$ cat src/rtl/alu_issuer_pkg.sv
// alu_issuer_pkg: shared encodings for the ALU issue stage
package alu_issuer_pkg;
  localparam logic [6:0] OPC_R = 7'b0110011;
  localparam logic [6:0] OPC_I = 7'b0010011;
  localparam logic [6:0] OPC_B = 7'b1100011;
  localparam logic [6:0] F7_BASE = 7'b0000000;
  localparam logic [6:0] F7_ALT = 7'b0100000;
  localparam logic [6:0] F7_MULDIV = 7'b0000001;
  localparam logic [2:0] F3_BEQ = 3'b000;
  localparam logic [2:0] F3_BNE = 3'b001;
  localparam logic [2:0] F3_BLT = 3'b100;
  localparam logic [2:0] F3_BGE = 3'b101;
  typedef enum logic [3:0] {
    ALU_ADD = 4'd0,
    ALU_SUB = 4'd1,
    ALU_XOR = 4'd2,
    ALU_OR = 4'd3,
    ALU_AND = 4'd4,
    ALU_SLL = 4'd5,
    ALU_SRL = 4'd6,
    ALU_MUL = 4'd7,
    ALU_DIV = 4'd8,
    ALU_NA = 4'd15
  } alu_op_e;
  typedef enum logic [1:0] {
    CMP_EQU = 2'd0,
    CMP_LST = 2'd1,
    CMP_GRT = 2'd2,
    CMP_NA = 2'd3
  } cmp_e;
  typedef enum logic [1:0] {
    S_IDLE = 2'd0,
    S_EXEC = 2'd1,
    S_DONE = 2'd2
  } state_e;
  function automatic logic branch_cond(input logic [2:0] f3, input logic [1:0] comp);
    return (comp == CMP_NA) ? 1'b0 :
           (f3 == F3_BEQ) ? (comp == CMP_EQU) :
           (f3 == F3_BNE) ? (comp != CMP_EQU) :
           (f3 == F3_BLT) ? (comp == CMP_LST) :
           (f3 == F3_BGE) ? (comp == CMP_EQU || comp == CMP_GRT) : 1'b0;
  endfunction
endpackage

$ cat src/rtl/alu_op_decoder.sv
// alu_op_decoder: maps opcode/funct3/funct7 to an ALU op code and operand selects
module alu_op_decoder
  import alu_issuer_pkg::*;
(
  input  logic [6:0] opcode,
  input  logic [2:0] funct3,
  input  logic [6:0] funct7,
  output alu_op_e    alu_op,
  output logic       use_imm,
  output logic       is_branch,
  output logic       illegal,
  output logic [2:0] br_f3
);
  // Decode one instruction; anything not matched stays NA and is flagged illegal
  always_comb begin
    alu_op = ALU_NA;
    use_imm = 1'b0;
    is_branch = 1'b0;
    case (opcode)
      OPC_R:
        case ({funct7, funct3})
          {F7_BASE, 3'b000}: alu_op = ALU_ADD;
          {F7_BASE, 3'b001}: alu_op = ALU_SLL;
          {F7_BASE, 3'b100}: alu_op = ALU_XOR;
          {F7_BASE, 3'b101}: alu_op = ALU_SRL;
          {F7_BASE, 3'b110}: alu_op = ALU_OR;
          {F7_BASE, 3'b111}: alu_op = ALU_AND;
          {F7_ALT, 3'b000}: alu_op = ALU_SUB;
          {F7_MULDIV, 3'b000}: alu_op = ALU_MUL;
          {F7_MULDIV, 3'b100}: alu_op = ALU_DIV;
          default: alu_op = ALU_NA;
        endcase
      OPC_I: begin
        use_imm = 1'b1;
        case (funct3)
          3'b000: alu_op = ALU_ADD;
          3'b100: alu_op = ALU_XOR;
          3'b110: alu_op = ALU_OR;
          3'b111: alu_op = ALU_AND;
          3'b001: alu_op = (funct7 == F7_BASE) ? ALU_SLL : ALU_NA;
          3'b101: alu_op = (funct7 == F7_BASE) ? ALU_SRL : ALU_NA;
          default: alu_op = ALU_NA;
        endcase
      end
      OPC_B:
        if (funct3 inside {F3_BEQ, F3_BNE, F3_BLT, F3_BGE}) begin
          alu_op = ALU_SUB;
          is_branch = 1'b1;
        end
      default: alu_op = ALU_NA;
    endcase
  end
  assign illegal = (alu_op == ALU_NA);
  assign br_f3 = funct3;
endmodule

$ cat src/rtl/alu_op_issuer.sv
// alu_op_issuer: multi-cycle issue stage presenting registered operands to the ALU and capturing its result
module alu_op_issuer
  import alu_issuer_pkg::*;
#(
  parameter int DATA_LENGTH = 32
) (
  input  logic                   clk,
  input  logic                   rst_n,
  input  logic                   in_valid,
  output logic                   in_ready,
  input  logic [6:0]             opcode,
  input  logic [2:0]             funct3,
  input  logic [6:0]             funct7,
  input  logic [DATA_LENGTH-1:0] rs1_data,
  input  logic [DATA_LENGTH-1:0] rs2_data,
  input  logic [DATA_LENGTH-1:0] imm,
  output logic [DATA_LENGTH-1:0] alu_a,
  output logic [DATA_LENGTH-1:0] alu_b,
  output logic [3:0]             alu_op,
  input  logic [DATA_LENGTH-1:0] alu_result,
  input  logic [1:0]             alu_comp,
  output logic                   out_valid,
  input  logic                   out_ready,
  output logic [DATA_LENGTH-1:0] result,
  output logic                   branch_taken,
  output logic                   illegal
);
  alu_op_e dec_op;
  logic dec_use_imm, dec_is_branch, dec_illegal, dec_div0;
  logic [2:0] dec_br_f3;
  state_e state_q, state_d;
  logic [DATA_LENGTH-1:0] alu_a_q, alu_a_d, alu_b_q, alu_b_d, result_q, result_d;
  alu_op_e alu_op_q, alu_op_d;
  logic taken_q, taken_d, illegal_q, illegal_d;
  logic pend_ill_q, pend_ill_d, div0_q, div0_d, is_br_q, is_br_d;
  logic [2:0] br_f3_q, br_f3_d;

  alu_op_decoder u_dec (
    .opcode   (opcode),
    .funct3   (funct3),
    .funct7   (funct7),
    .alu_op   (dec_op),
    .use_imm  (dec_use_imm),
    .is_branch(dec_is_branch),
    .illegal  (dec_illegal),
    .br_f3    (dec_br_f3)
  );

  assign dec_div0 = (dec_op == ALU_DIV) && (rs2_data == '0);

  // Next-state, operand latch on accept and result capture one cycle after issue
  always_comb begin
    state_d = state_q;
    alu_a_d = alu_a_q;
    alu_b_d = alu_b_q;
    alu_op_d = alu_op_q;
    result_d = result_q;
    taken_d = taken_q;
    illegal_d = illegal_q;
    pend_ill_d = pend_ill_q;
    div0_d = div0_q;
    is_br_d = is_br_q;
    br_f3_d = br_f3_q;
    case (state_q)
      S_IDLE:
        if (in_valid) begin
          state_d = S_EXEC;
          alu_a_d = rs1_data;
          alu_b_d = dec_use_imm ? imm : rs2_data;
          alu_op_d = dec_div0 ? ALU_NA : dec_op;
          pend_ill_d = dec_illegal;
          div0_d = dec_div0;
          is_br_d = dec_is_branch;
          br_f3_d = dec_br_f3;
        end
      S_EXEC: begin
        state_d = S_DONE;
        result_d = pend_ill_q ? '0 : div0_q ? '1 : alu_result;
        taken_d = is_br_q && branch_cond(br_f3_q, alu_comp);
        illegal_d = pend_ill_q;
      end
      S_DONE: state_d = out_ready ? S_IDLE : S_DONE;
      default: state_d = S_IDLE;
    endcase
  end

  // State and datapath registers; reset aborts any operation in flight
  always_ff @(posedge clk or negedge rst_n) begin
    if (!rst_n) begin
      state_q <= S_IDLE;
      alu_a_q <= '0;
      alu_b_q <= '0;
      alu_op_q <= ALU_NA;
      result_q <= '0;
      taken_q <= 1'b0;
      illegal_q <= 1'b0;
      pend_ill_q <= 1'b0;
      div0_q <= 1'b0;
      is_br_q <= 1'b0;
      br_f3_q <= '0;
    end else begin
      state_q <= state_d;
      alu_a_q <= alu_a_d;
      alu_b_q <= alu_b_d;
      alu_op_q <= alu_op_d;
      result_q <= result_d;
      taken_q <= taken_d;
      illegal_q <= illegal_d;
      pend_ill_q <= pend_ill_d;
      div0_q <= div0_d;
      is_br_q <= is_br_d;
      br_f3_q <= br_f3_d;
    end
  end

  assign in_ready = (state_q == S_IDLE);
  assign out_valid = (state_q == S_DONE);
  assign alu_a = alu_a_q;
  assign alu_b = alu_b_q;
  assign alu_op = alu_op_q;
  assign result = result_q;
  assign branch_taken = taken_q;
  assign illegal = illegal_q;
endmodule
$ cat config.mk
export PLATFORM = sky130hd
export DESIGN_NAME = alu_op_issuer
export DESIGN_NICKNAME = d
export VERILOG_FILES = /design/src/rtl/alu_issuer_pkg.sv /design/src/rtl/alu_op_decoder.sv /design/src/rtl/alu_op_issuer.sv
export SDC_FILE = /design/constraint.sdc
export NUM_CORES = 1
export LEC_CHECK = 0
export BUFFER_PORTS_ARGS = -buffer_cell sky130_fd_sc_hd__buf_2
export CORE_MARGIN = 3
export CORE_UTILIZATION = 46
export CTS_BUF_LIST = sky130_fd_sc_hd__clkbuf_8 sky130_fd_sc_hd__clkbuf_16
export CTS_CLUSTER_SIZE = 20
export DETAILED_ROUTE_END_ITERATION = 12
export HOLD_SLACK_MARGIN = 0.12
export PLACE_DENSITY = 0.84
export RECOVER_POWER = 25
export SYNTH_ARGS = -nofsm -noshare
export SYNTH_HDL_FRONTEND = slang
export SYNTH_SLANG_ARGS = --single-unit
$ cat constraint.sdc
create_clock -name clk -period 2.1 [get_ports clk]
set_clock_uncertainty 0.1 [all_clocks]
set_input_delay 0.42 -clock clk [delete_from_list [all_inputs] [get_ports clk]]
set_output_delay 0.42 -clock clk [all_outputs]
set_load 0.1 [all_outputs]
# Word level (Yosys, flattened, before mapping)
# Cells that the tools add are included.
[op_classes]
n_eq_ne = 27
muxes = 21
n_reduce_logical = 13
[op_table]
columns = ["cell", "count"]
rows = [
  ["32-bit two-way mux", 3],
  ["10-bit by 3-bit == test with 1-bit output, second input constant", 4],
  ["4-bit one-hot mux with 9 select lines", 1],
  ["32-bit zero test", 1],
  ["4-bit one-hot mux with 6 select lines", 1],
  ["10-bit by 4-bit == test with 1-bit output, second input constant", 2],
  ["3-bit == test, second input constant", 6],
  ["4-bit two-way mux", 4],
  ["4-bit one-hot mux with 3 select lines", 1],
  ["10-bit by 1-bit == test with 1-bit output, second input constant", 1],
  ["10-bit by 9-bit == test with 1-bit output, second input constant", 1],
  ["10-bit zero test", 1],
  ["4-bit == test, second input constant", 2],
  ["1-bit two-way mux", 8],
  ["7-bit by 5-bit == test with 1-bit output, second input constant", 1],
  ["7-bit by 6-bit == test with 1-bit output, second input constant", 1],
  ["7-bit == test, second input constant", 1],
  ["7-bit zero test", 1],
  ["2-bit == test, second input constant", 3],
  ["3-bit by 1-bit == test with 1-bit output, second input constant", 2],
  ["3-bit zero test", 2],
  ["2-bit one-hot mux with 3 select lines", 1],
  ["2-bit by 1-bit == test with 1-bit output, second input constant", 2],
  ["2-bit zero test", 2],
  ["7 further kinds", 9],
]
[word_totals]
ff_bits = 110
out_inout_bits = 104

# Depth between registers and ports, before layout
[depth]
depth_word = 8
mapped_depth = 7
depth_no_buf = 5

# Modules after synthesis
# A second synthesis with hierarchy kept.
[unflattened]
hier_cells = 472
area_unflattened_um2 = 5152.4
[by_module_without_submodules]
columns = ["mod", "instances", "cells_per_inst", "area_each_um2", "seq_area_each_um2"]
rows = [
  ["alu_op_issuer", 1, 410, 4743.3, 2757.6],
  ["alu_op_decoder", 1, 62, 409.1, 0.0],
]

# Worst setup path before layout
# Ideal clock, no wire load.
[synth_path]
kind = "register to register"
from = "reg state_q[1]"
to = "reg alu_a_q[10] (netlist: alu_a[10])"
setup_ns = 0.068
arrival_time_ns = 2.772
path_slack_ns = -0.840
stages_incl_launch_ff = 8
path_buffers = 2
period_less_slack_ns = 2.940
path_cell_list = "dfrtp_1 > nor2_1 > nand2_1 > inv_1 > clkbuf_1 > buf_1 > nand2_1 > nand2_1"
[synth_between]
elab_chain_cells = 2
[synth_lines]
columns = ["item", "line_no", "rtl"]
rows = [
  ["start, declared", "alu_op_issuer.sv:31", "state_e state_q, state_d;"],
  ["start signal, assigned", "alu_op_issuer.sv:102", "state_q <= state_d;"],
  ["2-bit zero test", "--", ""],
  ["named net in_ready", "alu_op_issuer.sv:10", "output logic in_ready,"],
  ["2-bit AND reduction (no line)", "--", ""],
  ["end signal, assigned", "alu_op_issuer.sv:103", "alu_a_q <= alu_a_d;"],
  ["end, declared", "alu_op_issuer.sv:32", "logic [DATA_LENGTH-1:0] alu_a_q, alu_a_d, alu_b_q, alu_b_d, result_q, result_d;"],
]
# The timed path passes the listed nets, and every way through them passes these cells.
# A chain may end at the register's enable or synchronous reset.

# Final worst setup path
[layout_path]
from = "reg state_q[0]"
to = "out out_valid"
[layout_between]
elab_chain_cells = 1
[layout_lines]
columns = ["item", "line_no", "rtl"]
rows = [
  ["2-bit == test", "alu_op_issuer.sv:117", "assign out_valid = (state_q == S_DONE);"],
  ["end, declared", "alu_op_issuer.sv:22", "output logic out_valid,"],
]
# No other way between the ends.

==> results.sh <==
export IMPL_outcome="finished clean"
export IMPL_drc_errors=0
export IMPL_maxCapViolations=0
export IMPL_worstPathMaxFanout=3
export IMPL_hold_viol=0
export IMPL_drive_above_1_share_pct=38.35
export IMPL_synth_area_leaders="dfrtp_1, nand2_1, mux2i_1, o31ai_1, o21ai_0"
export IMPL_drv_slew=0
export IMPL_slowest_stage="dfrtp_1"
export IMPL_nFillCells=883
export IMPL_dieArea_sq_um=12160
export IMPL_cp_end_kind="output pin"
export IMPL_syn_area_per_cell_sq_um=9.259
export IMPL_met1_length_um=5461
export IMPL_path_class="reg -> out"
export IMPL_ys_ff_latch=110
export IMPL_syn_to_final_growth_pct=33.76
export IMPL_ys_seq_area_share_pct=55.16
export IMPL_crit_buf_inv=2
export IMPL_synth_nets=691
export IMPL_place_area_sq_um=6501
export IMPL_clk_latency_ns=0.35
export IMPL_core_sq_um=10460
export IMPL_ant_nets=0
export IMPL_track_usage_pct=22.46
export IMPL_antenna_found_initial=3
export IMPL_cp_required_ns=1.58
export IMPL_numCtsBuffers=9
export IMPL_boundaryPins=255
export IMPL_cts_tree="built"
export IMPL_finalCritPeriodShare_pct=92.84
export IMPL_path_cells="nand2b_1, inv_1, buf_2"
export IMPL_routedWlPerCell_um=15.51
export IMPL_grt_pass1_wl_um=21360
export IMPL_ctsResizeCount=0
export IMPL_port_buffers=254
export IMPL_grt_pass1_vias=4537
export IMPL_initial_core_util_pct=47.79
export IMPL_vias=4822
export IMPL_vias_per_cell=5.191
export IMPL_fp_dieW_um=110.3
export IMPL_crit_family="buffers and inverters"
export IMPL_drt_pre_antenna_iters=4
export IMPL_hold_class="in -> reg"
export IMPL_ys_warn_count=0
export IMPL_finalSetupViolCount=0
export IMPL_max_freq_mhz=512.9
export IMPL_cts_max_level=3
export IMPL_max_slew_margin_rel_pct=18.24
export IMPL_startpoint_type="register"
export IMPL_async_reset_ff_share_pct=100.0
export IMPL_critPathMaxStageDelay_ns=0.43
export IMPL_syn_inst=540
export IMPL_cts_sinks=110
export IMPL_clockBufferDepth=2
export IMPL_rows=37
export IMPL_synth_distinct_cells=42
export IMPL_cts_root_buf="clkbuf_8"
export IMPL_routed_top_layer="met4"
export IMPL_grt_max_degree=88
export IMPL_arrival_ns=1.43
export IMPL_die_h_um=110.3
export IMPL_tightest_slew_ns=1.226
export IMPL_syn_cell_area_sq_um=5000
export IMPL_wirelength_um=14410
export IMPL_synth_common_cells="nand2_1, dfrtp_1, o21ai_0"
export IMPL_clk_pin_slew_ns=0.10
export IMPL_drtIter0Drc=325
export IMPL_synthMostInstantiatedCell="nand2_1"
export IMPL_yosysTopAreaCell="dfrtp_1"
export IMPL_rsz0062_at_grt="no"
export IMPL_place_hpwl_um=11260
export IMPL_wl_met3_um=1208
export IMPL_yosys_area_top_type_share_pct=53.05
export IMPL_synth_edff_count=0
export IMPL_gr_total_overflow=0
export IMPL_fin_area_sq_um=6688
export IMPL_place_congestion=0.9540
export IMPL_dr_wl_met2_um=7312
export IMPL_period_needed_ns=1.950
export IMPL_nets=937
export IMPL_synth_ff_type="dfrtp_1"
[cell families after synthesis]
group	after synthesis	share of synthesized area, %
AO/OA/AOI/OAI	94	12.09
XOR/XNOR	1	0.1752
buffers and inverters	45	3.804
flip-flops	110	55.16
multiplexers	34	6.832
AND/OR/NAND/NOR	256	21.95
[registers in the layout, indices dropped and copies added, names as in the netlist]
signal,count
div0_q,1
branch_taken,1
result,32
alu_op,4
illegal,1
pend_ill_q,1
alu_a,32
state_q,2
br_f3_q,3
is_br_q,1
alu_b,32
[per-layer routing]
layer | track usage, % | vias to the layer above
met5 | 0 | -
li1 | - | 2317
met1 | 26.33 | 2249
met4 | 11.17 | 0
met3 | 5.009 | 27
met2 | 38.73 | 229
[through the flow]
step | instances | utilization [%] | worst slack (ns) | hold slack [ns] | TNS (ns)
6_report | 929 | 63.92 | 0.1503 | 0.1412 | 0
5_1_grt | 929 | 63.92 | 0.03735 | 0.1282 | 0
4_1_cts | 926 | 64.14 | 0.1152 | 0.1222 | 0
3_5_place_dp | 909 | 62.14 | -0.1226 | 0.3526 | -0.1900
3_3_place_gp | 909 | 62.14 | 0.005434 | 0.3423 | 0
2_1_floorplan | 540 | - | 0.04438 | 0.02441 | 0
[layout by cell type, fill, tap and decap left out, drive strengths merged, types with 6 or more instances in the layout]
master and count:
o21ai 42, clkbuf 10, buf 273, nor2 41
nand2 176, inv 6, nor3 7, mux2i 33
dfrtp 106, o31ai 34, nor4 12
[layout make-up]
type                    count  area (sq um)  area share [%]
clock inverters             5         51.30          0.7671
flip-flops and latches    110          2758           41.23
well taps                 136         170.2           2.544
diodes                      3         7.507          0.1123
multi-input cells         385          2076           31.04
clock buffers              10         137.6           2.058
repair buffers            275          1469           21.96
inverters                   5         18.77          0.2806
[timing repair]
action | CTS | global route
endpoints found under the hold margin | 107 | 0
hold buffers | 2 | 0
buffers inserted | 0 | 0
[worst reg2reg max path, stage by stage (launching register included)]
cell     delay, ns
dfrtp_1       0.43
nor2_4        0.16
nand2_4       0.12
buf_4         0.22
inv_1         0.10
buf_4         0.26
nand2_1       0.12
nand2_1       0.07
[path summary, 6_finish.rpt]
path	slack [ns]	to	cells past startpoint	startpoint
setup / recovery	0.15	out_valid	3	state_q[0]$_DFFE_PN0P_
hold / removal	0.14	alu_a[25]$_DFFE_PN0P_	3	rs1_data[25]
setup reg to reg	0.46	alu_a[3]$_DFFE_PN0P_	7	state_q[1]$_DFFE_PN0P_
hold reg to reg	0.38	result[4]$_DFFE_PN0N_	2	result[4]$_DFFE_PN0N_
max in group asynchronous	0.27	result[19]$_DFFE_PN0N_	3	rst_n
min in group asynchronous	0.86	alu_a[13]$_DFFE_PN0P_	3	rst_n
Power is not shown: default switching activity piles up to over one toggle a cycle in this logic, so the estimate is an artifact.
